[src/rtl/seq_divider.sv]
// Multi-cycle restoring divider: 2*WL-bit dividend over WL-bit divisor, one quotient bit per cycle.
// Divide-by-zero and quotient overflow are flagged on the accepting edge without entering CALC.
module seq_divider #(
  parameter int WL = 32
) (
  input  logic              clk,
  input  logic              reset,
  input  logic              start,
  input  logic [2*WL-1:0]   dividend,
  input  logic [WL-1:0]     divisor,
  output logic              busy,
  output logic              done,
  output logic [WL-1:0]     quotient,
  output logic [WL-1:0]     remainder,
  output logic              error
);

  localparam int CW = $clog2(WL + 1);
  localparam logic [CW-1:0] LAST_CNT = CW'(WL - 1);

  typedef enum logic [0:0] {
    ST_IDLE = 1'b0,
    ST_CALC = 1'b1
  } state_e;

  state_e          state_q;
  logic [CW-1:0]   cnt_q;
  logic [WL:0]     rem_q;
  logic [WL-1:0]   quo_q;
  logic [WL-1:0]   dsr_q;
  logic            busy_q;
  logic            done_q;
  logic            error_q;
  logic [WL-1:0]   quotient_q;
  logic [WL-1:0]   remainder_q;

  logic [WL+1:0]   shift_d;
  logic [WL+1:0]   diff_d;
  logic [WL:0]     rem_d;
  logic [WL-1:0]   quo_d;
  logic            start_err_d;

  // One restoring iteration on {R,Q}; the extra top bit of diff_d is the borrow.
  always_comb begin
    shift_d = {rem_q, quo_q[WL-1]};
    diff_d  = shift_d - {2'b00, dsr_q};
    if (diff_d[WL+1] == 1'b0) begin
      rem_d = diff_d[WL:0];
      quo_d = {quo_q[WL-2:0], 1'b1};
    end else begin
      rem_d = shift_d[WL:0];
      quo_d = {quo_q[WL-2:0], 1'b0};
    end
  end

  // A high half not below the divisor would need more than WL quotient bits.
  always_comb begin
    if ((divisor == {WL{1'b0}}) || (dividend[2*WL-1:WL] >= divisor)) begin
      start_err_d = 1'b1;
    end else begin
      start_err_d = 1'b0;
    end
  end

  // Control FSM, datapath registers and registered result outputs.
  always_ff @(posedge clk) begin
    if (reset) begin
      state_q     <= ST_IDLE;
      cnt_q       <= {CW{1'b0}};
      rem_q       <= {(WL+1){1'b0}};
      quo_q       <= {WL{1'b0}};
      dsr_q       <= {WL{1'b0}};
      busy_q      <= 1'b0;
      done_q      <= 1'b0;
      error_q     <= 1'b0;
      quotient_q  <= {WL{1'b0}};
      remainder_q <= {WL{1'b0}};
    end else begin
      done_q <= 1'b0;
      case (state_q)
        ST_IDLE: begin
          if (start) begin
            dsr_q <= divisor;
            if (start_err_d) begin
              done_q      <= 1'b1;
              error_q     <= 1'b1;
              quotient_q  <= {WL{1'b1}};
              remainder_q <= {WL{1'b0}};
            end else begin
              state_q <= ST_CALC;
              busy_q  <= 1'b1;
              rem_q   <= {1'b0, dividend[2*WL-1:WL]};
              quo_q   <= dividend[WL-1:0];
              cnt_q   <= {CW{1'b0}};
            end
          end
        end
        ST_CALC: begin
          rem_q <= rem_d;
          quo_q <= quo_d;
          if (cnt_q == LAST_CNT) begin
            quotient_q  <= quo_d;
            remainder_q <= rem_d[WL-1:0];
            done_q      <= 1'b1;
            error_q     <= 1'b0;
            busy_q      <= 1'b0;
            cnt_q       <= {CW{1'b0}};
            state_q     <= ST_IDLE;
          end else begin
            cnt_q <= cnt_q + CW'(1);
          end
        end
        default: begin
          state_q <= ST_IDLE;
          busy_q  <= 1'b0;
        end
      endcase
    end
  end

  assign busy      = busy_q;
  assign done      = done_q;
  assign error     = error_q;
  assign quotient  = quotient_q;
  assign remainder = remainder_q;

endmodule
[config.mk]
export PLATFORM = sky130hd
export DESIGN_NAME = seq_divider
export DESIGN_NICKNAME = d
export VERILOG_FILES = /design/src/rtl/seq_divider.sv
export SDC_FILE = /design/constraint.sdc
export NUM_CORES = 1
export LEC_CHECK = 0
export ABC_CLOCK_PERIOD_IN_PS = 5900
export BUFFER_PORTS_ARGS = -buffer_cell sky130_fd_sc_hd__clkbuf_2
export CORE_MARGIN = 1
export CORE_UTILIZATION = 60
export CTS_CLUSTER_SIZE = 20
export DETAILED_ROUTE_END_ITERATION = 16
export PLACE_DENSITY = 0.89
export SYNTH_ARGS = -nofsm -noshare
export SYNTH_HDL_FRONTEND = slang
export SYNTH_SLANG_ARGS = --single-unit
[constraint.sdc]
create_clock -name clk -period 5.9 [get_ports clk]
set_input_delay 0.295 -clock clk [delete_from_list [all_inputs] [get_ports clk]]
set_output_delay 0.295 -clock clk [all_outputs]
set_load 0.02 [all_outputs]
; ---- Yosys cells after proc, flatten, opt, wreduce, memory -nomap -nowiden
; Index checks and enable logic that the tools add are counted.
[word_totals]
input_bits = 99
latchBits = 0
ramBits = 0
elab_cells = 61
rom_bits = 0
output_inout_bits = 67
mem_count = 0
ff_bits = 171
[op_classes]
mul = 0
n_eq_ne = 5
magnitude_cmp = 1
n_shift = 0
reduce_logical = 6
bitwise = 1
div = 0
mux = 36
add_sub_neg = 2
[ops]
columns = cell, count
row1 = 32-bit 2-to-1 mux, 8
row2 = 32-bit case mux with 2 select lines, 3
row3 = 33-bit 2-to-1 mux, 3
row4 = 33-bit case mux with 2 select lines, 1
row5 = 34-bit by 32-bit subtractor with 34-bit output, 1
row6 = 32-bit >= comparator, 1
row7 = 32-bit zero test, 1
row8 = 6-bit 2-to-1 mux, 3
row9 = 1-bit 2-to-1 mux, 13
row10 = 6-bit case mux with 2 select lines, 1
row11 = 1-bit case mux with 2 select lines, 4
row12 = "6-bit by 1-bit adder with 6-bit output, second input constant", 1
row13 = "6-bit by 5-bit equality test with 1-bit output, second input constant", 1
row14 = "2-bit inequality test, second input constant", 3
row15 = 3-bit AND reduction, 2
row16 = 2-bit AND reduction, 2
row17 = "2-bit by 1-bit inequality test with 1-bit output, second input constant", 1
row18 = 1-bit logical OR, 1
row19 = 1-bit NOT, 1

; ---- Longest topological paths before layout
[depth]
word_depth = 6
mapped_depth = 14
depth_no_buf = 14

; ---- Least setup slack after synthesis
; OpenSTA, ideal clock, no wires.
[synth_timing]
path_type = flip-flop to flip-flop
start = reg dsr_q[1]
end = reg rem_q[23]
stages_incl_launch_ff = 15
required_ns = 5.768
path_buffers = 2
period_less_slack_ns = 3.234
t_arrival_ns = 3.101
path_slack_ns = 2.666
setup_time_ns = 0.132
path_cell_list = dfxtp_1 > inv_1 > ha_1 > nor2b_1 > o31a_1 > o31a_1 > a211o_1 > a31o_1 > a31o_2 > a21oi_2 > xnor2_1 > buf_4 > buf_4 > mux2i_1 > a21oi_1
[synth_via]
elab_chain_cells = 3
[synth_rtl]
columns = element, line_no
row1 = "start, declared", 30  ; logic [WL-1:0] dsr_q;
row2 = "start signal, assigned", 72  ; dsr_q <= {WL{1'b0}};
row3 = "start signal, assigned", 83  ; dsr_q <= divisor;
row4 = 34-bit by 32-bit subtractor with 34-bit output, 46  ; diff_d = shift_d - {2'b00, dsr_q};
row5 = 33-bit 2-to-1 mux, 47  ; if (diff_d[WL+1] == 1'b0) begin
row6 = 33-bit case mux with 2 select lines, 80  ; case (state_q)
row7 = "end signal, assigned", 70  ; rem_q <= {(WL+1){1'b0}};
row8 = "end signal, assigned", 92  ; rem_q <= {1'b0, dividend[2*WL-1:WL]};
row9 = "end signal, assigned", 99  ; rem_q <= rem_d;
row10 = "end, declared", 28  ; logic [WL:0] rem_q;
; Every way passes these cells.
; A chain may end at the register's enable or synchronous reset.

; ---- Final worst setup path
[layout_timing]
start = reg dsr_q[11]
end = reg rem_q[22]
; Same word-level chain as after synthesis.

==> impl_metrics.csv <==
group,metric,value,unit
logic_synthesis,async_flop_share,0,%
route,drc,0,
floorplanning,num_rows,44,
clock_network,ctsResizeCount,0,
floorplanning,start_util,62.2,%
clock_network,cts_max_path_buffers,2,
power,combPwrFrac,36.3,%
route,detail-route-antenna-nets,0,
power,p_leak,4.85,nW
power,vdd_drop_max,0.000239,V
sta,slew_violations,0,
floorplanning,die_y,126,um
critical_path,required,6.27,ns
logic_synthesis,synth_seq_area_share,37.3,%
sta,final-hold-violation-count,0,
critical_path,setup.worst_path.start_class,"flip-flop",
floorplanning,coreArea,14800,um2
route,routed_wl,24900,um
layout,final_common_cell,"dfxtp_1",
global_route,antenna_found_initial,0,
power,switching_power,1.37,mW
critical_path,crit_type,"flip-flop to flip-flop",
floorplanning,io_pins,166,
place,hpwl,17500,um
job,maxCapViolCount,0,
route,wl_per_cell,17.6,um
layout,fin_nets,1390,
clock_network,cts_hold_buf,0,
clock_network,cts_root_buffer,"clkbuf_16",
sta,clock_skew,0.00656,ns
global_route,track_usage,32.1,%
run_status,run_status,"finished clean",
route,drt_iter0_drc,701,
route,vias,8647,
power,sequentialPowerShare,34.6,%
route,first_pass_iters,5,
logic_synthesis,synth.net_count,1259,
global_route,grt_overflow,0,
clock_network,postCtsSetupBuffers,0,
power,pwr-share-clk,29.0,%
floorplanning,die_area,15800,um2
clock_network,worst_skew_pair.late_latency,0.43,ns
sta,fin_tns_setup,0,ns
clock_network,path_clk_slew,0.06,ns
clock_network,ctsHtreeMaxLevel,4,
power,power.internal,2.55,mW
clock_network,cts_tree,"built",
logic_synthesis,syn-cell-area,9180,um2
layout,antennaDiodeCount,0,
critical_path,cp.arrival,4.54,ns
critical_path,cp_max_fo,28,
logic_synthesis,synth_edf_count,0,
layout,final_cell_mix,"dfxtp_1, clkbuf_2, nand2_1, a21oi_1, nor2_1",
logic_synthesis,ys.flop_type,"dfxtp_1",
critical_path,crit_path_end_kind,"flip-flop",
logic_synthesis,syn_inst,1094,
layout,syn2layout_area_growth,16.2,%
logic_synthesis,syn_avg_cell_area,8.39,um2
sta,relSlewSlack,28.8,%
logic_synthesis,synth_cell_types,58,
global_route,grt_pass1_wl,40500,um
place,gp_congestion,0.938,
global_route,grt_start_max_net_pins,80,
power,power.density,367,nW/um2
sta,finalCritPeriodShare,70.7,%
clock_network,cts_sinks,171,
place,dpl_worst_slack,1.82,ns
layout,drive_above_1_share,18.7,%
sta,period_minus_slack,4.17,ns
sta,rsz0062_at_grt,"false",
sta,finalWorstSetupSlack,1.73,ns
floorplanning,fp.dieW,126,um
sta,worst_pin_slew,1.07,ns
global_route,grt_pass1_vias,8292,
clock_network,cts_buffers,17,
power,switching_share,34.8,%
sta,fmax,240,MHz
min_path,holdCritPathClass,"primary input to flip-flop",
place,portBuffers,165,
logic_synthesis,yosys_warnings,0,
logic_synthesis,synth-seq-cells,171,
route,viasPerCell,6.09,
sta,setup_violations,0,
final timing paths:
check                                           startpoint                    endpoint  slack, ns  depth (start not counted)
worst min register to register  remainder[10]$_SDFFE_PP0P_  remainder[10]$_SDFFE_PP0P_       0.45                          2
worst max register to register      dsr_q[11]$_SDFFE_PP0P_      rem_q[22]$_SDFFE_PP0P_       1.73                         13
worst max-delay path                dsr_q[11]$_SDFFE_PP0P_      rem_q[22]$_SDFFE_PP0P_       1.73                         13
worst min-delay path                           divisor[10]      dsr_q[10]$_SDFFE_PP0P_       0.11                          3
sequential cells by signal, summed over array words and instances, names as in the netlist:
| name | cells |
|---|---|
| error | 1 |
| dsr_q | 32 |
| busy | 1 |
| quo_q | 32 |
| cnt_q | 6 |
| state_q | 1 |
| done | 1 |
| rem_q | 33 |
| quotient | 32 |
| remainder | 32 |
power by group through the flow:
stage	clock [mW]	sequential [mW]	combinational (mW)
final	1.14	1.36	1.42
after global routing	1.19	1.37	1.56
after CTS	1.15	1.35	1.40
after detailed placement	0	1.38	1.39
after global placement	0	1.37	1.36
after floorplan	0	1.38	1.05
critical path, stage by stage, from the launching register on:
cell and delay [ns]:
dfxtp_1 0.35, inv_1 0.05, ha_1 0.39, nand4_1 0.16, nor2_1 0.22, o2bb2ai_1 0.16
a211o_1 0.18, a31o_1 0.20, a31o_2 0.19, a21oi_2 0.07, xnor2_2 0.78, buf_4 0.56
and3_1 0.52, a221o_1 0.23
kinds of logic (layout without fill, tap and decap cells):
logic type,after synthesis,in the layout,synth area share (%)
AO/OA/AOI/OAI,329,329,23.0
XOR/XNOR,28,28,2.67
adder cells (fa/ha/maj),66,66,9.07
buffers and inverters,138,280,5.94
flip-flops,171,171,37.3
multiplexers,78,78,8.72
AND/OR/NAND/NOR,284,284,13.3
stage by stage:
| step | total power [mW] | util [%] | std cells | cell area, um2 | hold WS (ns) |
|---|---|---|---|---|---|
| 4_1_cts | 3.91 | 72.3 | 1420 | 10700 | 0.102 |
| 3_3_place_gp | 2.73 | 68.2 | 1390 | 10100 | 0.438 |
| 3_5_place_dp | 2.77 | 68.2 | 1390 | 10100 | 0.447 |
| 2_1_floorplan | 2.43 | - | 1094 | 9180 | 0.431 |
| 5_1_grt | 4.12 | 72.3 | 1420 | 10700 | 0.112 |
| 6_report | 3.92 | 72.3 | 1420 | 10700 | 0.114 |
cells in the mapped netlist (2+ instances only):
| library cell | number | area [um2] |
|---|---|---|
| a211o_1 | 3 | 26.3 |
| a211oi_1 | 69 | 518 |
| a21o_1 | 21 | 158 |
| a21oi_1 | 97 | 485 |
| a221o_1 | 11 | 110 |
| a22o_1 | 9 | 78.8 |
| a22oi_1 | 2 | 15.0 |
| a31o_1 | 2 | 17.5 |
| a31o_2 | 3 | 26.3 |
| a31oi_1 | 6 | 37.5 |
| and2_1 | 3 | 18.8 |
| and3_1 | 5 | 31.3 |
| buf_1 | 7 | 26.3 |
| buf_2 | 7 | 35.0 |
| buf_4 | 5 | 37.5 |
| clkbuf_1 | 43 | 161 |
| dfxtp_1 | 171 | 3420 |
| ha_1 | 65 | 813 |
| inv_1 | 76 | 285 |
| mux2_2 | 15 | 169 |
| mux2i_1 | 62 | 621 |
| nand2_1 | 126 | 473 |
| nand2b_1 | 4 | 25.0 |
| nand3_1 | 9 | 45.0 |
| nand3b_1 | 3 | 22.5 |
| nand4_1 | 12 | 75.1 |
| nor2_1 | 91 | 342 |
| nor2b_1 | 8 | 50.1 |
| nor3_1 | 7 | 35.0 |
| nor4_1 | 9 | 56.3 |
| o211ai_1 | 3 | 22.5 |
| o21a_1 | 8 | 60.1 |
| o21ai_0 | 53 | 265 |
| o21ai_1 | 19 | 95.1 |
| o21bai_1 | 5 | 37.5 |
| o221ai_1 | 3 | 26.3 |
| o22ai_1 | 2 | 12.5 |
| o31a_1 | 2 | 17.5 |
| or3_1 | 3 | 18.8 |
| xnor2_1 | 17 | 149 |
| xor2_1 | 11 | 96.3 |
per-layer routing:
metal | share of wire, % | global-route usage [%] | routed length (um) | vias up
met5 | 0 | 0 | 0 | -
met4 | 4.1 | 16.4 | 1030 | 0
met3 | 9.2 | 7.39 | 2300 | 80
met2 | 45 | 52.9 | 11300 | 420
met1 | 41 | 39.2 | 10300 | 3987
li1 | - | - | - | 4160
cell type report:
class,instances,area [um2]
Clock buffer,25,526
Clock inverter,5,81.3
Fill cell,1117,4080
Inverter,76,285
Multi-Input combinational cell,785,5230
Sequential cell,171,3420
Tap cell,184,230
Timing Repair Buffer,174,896
(Power assumes the default switching activity.)
